$ cat src/rtl/decode_queue.sv
// decode_queue: DEPTH-entry instruction FIFO between fetch and execute.
// It fully decodes the head entry.
//   fetch side  : in_valid/in_ready handshake; in_pc, in_instr, in_jump
//   execute side: out_valid/out_ready handshake; out_pc, out_instr, out_jump
//                 plus the decoded fields out_op, out_func, out_rs, out_rt,
//                 out_rd, out_shamt, out_imm and out_jtarget
//   flush       : drops every entry, including a push in the same cycle
//   count       : current occupancy
// Data outputs are decoded combinationally from registered state only.
// They are forced to zero while the queue is empty.
module decode_queue #(
  parameter int DEPTH    = 2,
  parameter int PC_W     = 32,
  parameter int BR_SHIFT = 2
) (
  input  logic                       clk,
  input  logic                       reset,
  input  logic                       in_valid,
  output logic                       in_ready,
  input  logic [PC_W-1:0]            in_pc,
  input  logic [31:0]                in_instr,
  input  logic                       in_jump,
  input  logic                       flush,
  output logic                       out_valid,
  input  logic                       out_ready,
  output logic [PC_W-1:0]            out_pc,
  output logic [31:0]                out_instr,
  output logic                       out_jump,
  output logic [5:0]                 out_op,
  output logic [5:0]                 out_func,
  output logic [4:0]                 out_rs,
  output logic [4:0]                 out_rt,
  output logic [4:0]                 out_rd,
  output logic [4:0]                 out_shamt,
  output logic [PC_W-1:0]            out_imm,
  output logic [PC_W-1:0]            out_jtarget,
  output logic [$clog2(DEPTH+1)-1:0] count
);
  localparam int CNT_W = $clog2(DEPTH+1);
  localparam int PTR_W = (DEPTH > 1) ? $clog2(DEPTH) : 1;
  localparam logic [PTR_W-1:0] LAST = PTR_W'(DEPTH-1);
  localparam logic [CNT_W-1:0] FULL = CNT_W'(DEPTH);

  typedef struct packed {
    logic [PC_W-1:0] pc;
    logic [31:0]     instr;
    logic            jump;
  } entry_t;

  entry_t           mem [DEPTH];
  logic [PTR_W-1:0] head, tail;
  logic             push, pop;

  // Explicit wrap at DEPTH-1 so non-power-of-two depths work.
  function automatic logic [PTR_W-1:0] nxt(input logic [PTR_W-1:0] p);
    return (p == LAST) ? '0 : p + PTR_W'(1);
  endfunction

  // in_ready depends on occupancy only, so a full queue never accepts a push
  // even when it pops in the same cycle.
  assign in_ready  = (count != FULL);
  assign out_valid = (count != '0);
  assign push      = in_valid & in_ready;
  assign pop       = out_valid & out_ready;

  always_ff @(posedge clk) begin
    if (!reset || flush) begin
      head  <= '0;
      tail  <= '0;
      count <= '0;
    end else begin
      if (push) tail <= nxt(tail);
      if (pop)  head <= nxt(head);
      if (push && !pop)      count <= count + CNT_W'(1);
      else if (pop && !push) count <= count - CNT_W'(1);
    end
  end

  // Storage is not reset. Stale slots are never visible because the
  // pointers and the count are reset.
  always_ff @(posedge clk) begin
    if (push) mem[tail] <= '{pc: in_pc, instr: in_instr, jump: in_jump};
  end

  entry_t             hd;
  logic signed [15:0] simm;
  logic [PC_W-1:0]    imm_x;

  assign hd   = mem[head];
  assign simm = hd.instr[15:0];

  // Size casts of a signed value sign-extend. Size casts of an unsigned value
  // zero-extend. Both truncate when PC_W is narrower than the source.
  always_comb begin
    imm_x = PC_W'(simm);
    case (hd.instr[31:26])
      6'h04, 6'h05:        imm_x = PC_W'(simm) << BR_SHIFT;
      6'h0C, 6'h0D, 6'h0E: imm_x = PC_W'(hd.instr[15:0]);
      6'h0F:               imm_x = PC_W'({hd.instr[15:0], 16'h0000});
      default:             imm_x = PC_W'(simm);
    endcase
  end

  assign out_pc      = out_valid ? hd.pc : '0;
  assign out_instr   = out_valid ? hd.instr : '0;
  assign out_jump    = out_valid & hd.jump;
  assign out_op      = out_valid ? hd.instr[31:26] : '0;
  assign out_func    = out_valid ? hd.instr[5:0] : '0;
  assign out_rs      = out_valid ? hd.instr[25:21] : '0;
  assign out_rt      = out_valid ? hd.instr[20:16] : '0;
  assign out_rd      = out_valid ? hd.instr[15:11] : '0;
  assign out_shamt   = out_valid ? hd.instr[10:6] : '0;
  assign out_imm     = out_valid ? imm_x : '0;
  assign out_jtarget = out_valid ?
                       PC_W'({hd.pc[PC_W-1:PC_W-4], hd.instr[25:0], 2'b00}) : '0;
endmodule

$ cat config.mk
export PLATFORM = sky130hd
export DESIGN_NAME = decode_queue
export DESIGN_NICKNAME = d
export VERILOG_FILES = /design/src/rtl/decode_queue.sv
export SDC_FILE = /design/constraint.sdc
export NUM_CORES = 1
export LEC_CHECK = 0
export CAP_MARGIN = 15
export CORE_ASPECT_RATIO = 0.5
export CORE_MARGIN = 1.5
export CORE_UTILIZATION = 48
export CTS_CLUSTER_DIAMETER = 50
export DETAILED_ROUTE_END_ITERATION = 10
export PLACE_DENSITY = 0.95
export SYNTH_ARGS = -nofsm -noshare
export SYNTH_HDL_FRONTEND = slang
export SYNTH_SLANG_ARGS = --single-unit
$ cat constraint.sdc
create_clock -name clk -period 6.1 [get_ports clk]
set_clock_uncertainty 0.05 [all_clocks]
set_input_delay 1.22 -clock clk [delete_from_list [all_inputs] [get_ports clk]]
set_output_delay 1.22 -clock clk [all_outputs]
set_load 0.005 [all_outputs]
==> results.ini <==
[global_route]
grt_max_degree = 54
grt_usage_pct = 23.5
grt_pass1_wl_mm = 23.7
grt_pass1_vias = 4275
globalRoute.totalOverflow = 0
antenna_found_initial = 0

[layout]
n_antenna_cell = 0
finalNetCount = 699
nFillCells = 814
drive_gt1_share_pct = 9.86
syn_to_final_growth_pct = 40.4
regArea_um2 = 4010
multiInputGateArea_um2 = 1540

[min_path]
hold_path.class = reg2reg
min_delay_path_depth = 2
min_to = head
hold_path.startpoint = head

[sta]
maxSlewViolCount = 0
setup_slack_ns = 1.62
min_period_ns = 4.48
maxSlewHeadroom_pct = 32.1
setup_violations = 0
hold_violations = 0
tightest_slew_ns = 1.02
max_freq_mhz = 223
finalCritPeriodShare_pct = 73.5
rsz0062_at_grt = false
setup_tns_ns = 0

[detailed_routing]
drt-initial-drc-count = 274
drt_wl_total_mm = 15.9
routedWlPerCell_um = 19.7
viasPerCell = 5.17
postRouteAntennaNets = 0
dr.pass1.iters = 5
drc_errors = 0
via_count = 4179

[synth]
yosys.area_share.simple_pct = 7.06
synth_top_area_share_pct = 63.2
yosysUniqueCellTypes = 38
yosysTopAreaCell = edfxtp_1
synthAdderAreaFrac_pct = 0.202
synth.avg_cell_area_um2 = 13.6
seq_area_frac_synth_pct = 64.8
synth_area_um2 = 6180
synth_compound_gate_area_share_pct = 5.06
synth_xor_area_share_pct = 0.567
synth_area_leaders = edfxtp_1 (63%), buf_4 (8.7%), mux2i_1 (7.9%), nor2_1 (3.6%), mux2_2 (3.3%)
synth_mux_area_share_pct = 11.6
synth_top_family_by_area = multiplexers
synth-edff-count = 130
synthFlopType = edfxtp_1
syn_inst = 454
netlist_top_cells_count = edfxtp_1 (130), buf_4 (72), nor2_1 (60)
synth_warnings = 0
yosys.cell_count.top_type = edfxtp_1
ys_ff_latch = 135
async_flop_share_pct = 0

[clocking]
insertion_delay_ns = 0.41
clk_pin_slew_ns = 0.05
h-tree-depth = 4
cts-root-buf = clkbuf_16
cts_buffers = 17
cts.sinks = 135
cts.path.max_buffers = 2
ctsResizeCount = 0
cts_tree = yes
post-cts-setup-buffers = 0
hold_buffers = 0

[die]
io_pins = 235
die_h_um = 83.2
rows = 29
core_um2 = 12600
die-area_um2 = 13600
die_w_um = 163
start_util_pct = 48.9

[placed_design]
dp_hpwl_mm = 10.6
dpl_worst_slack_ns = 2.09
place.gp.congestion = 0.867
io_buffers = 232

[job]
cap_violations = 0

[run_status]
status = finished, final reports clean

[setup_path]
r2r-start = count[0]
cp_max_fo = 45
path_class = reg2out
r2r_setup_slack_ns = 3.26
arrival_ns = 3.21
r2r_end = count[1]
critPathCaptureType = output port
startpoint_type = flip-flop
crit_required_ns = 4.83
reg2reg_depth = 7

[power]
power.share.switching_pct = 23.4
p_int_mw = 1.87
switchingPower_mw = 0.572
vdd_drop_max_mv = 0.154
p_per_area_nw_per_um2 = 281
total_leakage_power_nw = 2.96
p_comb_share_pct = 18.0
seqPwrFrac_pct = 44.9
power_frac_clock_pct = 37.1

[state kept, by name, indices dropped and copies added, names as in the netlist, named ones only]
signal and cells:
mem 130, count 2, head 1, tail 1
[worst max-delay path, stage by stage (launching register included)]
cell and delay, ns:
dfxtp_4 0.80, nand4bb_1 0.37, and2_1 0.28, nor2_2 0.68, a21oi_1 0.15, clkdlybuf4s50_1 0.49
[power groups by stage]
stage	Sequential (mW)	Combinational, mW	Clock, mW
3_5_place_dp	1.11	0.433	0
5_1_grt	1.10	0.466	0.949
2_1_floorplan	1.11	0.206	0
3_3_place_gp	1.11	0.420	0
6_report	1.10	0.439	0.905
4_1_cts	1.10	0.439	0.910
[cells in the final DEF, fill, tap and decap left out, types with 2 or more instances in the layout]
cell	n
xor2_1	4
edfxtp_1	130
clkdlybuf4s50_1	232
conb_1	2
nor2_1	58
dfxtp_1	4
nand2b_1	3
a21oi_2	10
mux2i_1	49
clkbuf_1	5
and2_1	2
clkinv_2	2
clkbuf_16	17
a21oi_1	7
clkinv_1	6
o22ai_1	12
inv_1	15
buf_4	5
o21ai_0	3
nor2_4	2
mux2_2	18
nand2_1	33
[worst max path at each step]
stage	startpoint	to	slack [ns]	cells past startpoint
2_1_floorplan	in_valid	mem[0][0]	1.54	2
3_3_place_gp	flip-flop	out_imm[19]	2.18	5
3_5_place_dp	flip-flop	out_imm[19]	2.09	5
4_1_cts	flip-flop	out_imm[19]	1.64	5
5_1_grt	flip-flop	out_imm[28]	1.46	5
6_report	flip-flop	out_imm[19]	1.62	5
[routing by layer]
metal | part of all wire, % | global-route usage [%] | routed length (um)
met1 | 37 | 26.2 | 5940
met2 | 55 | 42.9 | 8750
met3 | 5.3 | 5.00 | 843
met4 | 2.5 | 10.7 | 403
met5 | 0 | 0 | 0
[stage by stage]
stage / cells / util (%) / instance area, um^2 / hold WS (ns) / total power [mW]
global placement: 779 / 64.8 / 8180 / 0.436 / 1.53
detailed placement: 779 / 64.8 / 8180 / 0.464 / 1.55
global route: 809 / 68.7 / 8680 / 0.554 / 2.51
CTS: 809 / 68.7 / 8680 / 0.527 / 2.45
finish: 809 / 68.7 / 8680 / 0.532 / 2.44
floorplan: 455 / - / 6180 / 0.422 / 1.31
[kinds of logic after synthesis]
| kind of cell | after synthesis |
|---|---|
| compound gates | 41 |
| xor+xnor | 4 |
| fa+ha+maj | 1 |
| buf+inv | 99 |
| flops | 135 |
| mux | 68 |
| other cells | 1 |
| simple gates | 105 |
[final cells by class]
class / count / area share, %
Multi-Input combinational cell: 221 / 17.7
Sequential cell: 135 / 46.2
Clock inverter: 8 / 0.678
Timing Repair Buffer: 237 / 27.2
Tap cell: 170 / 2.45
Inverter: 16 / 0.692
Clock buffer: 22 / 5.12
Power figures use the tool's default switching activity.
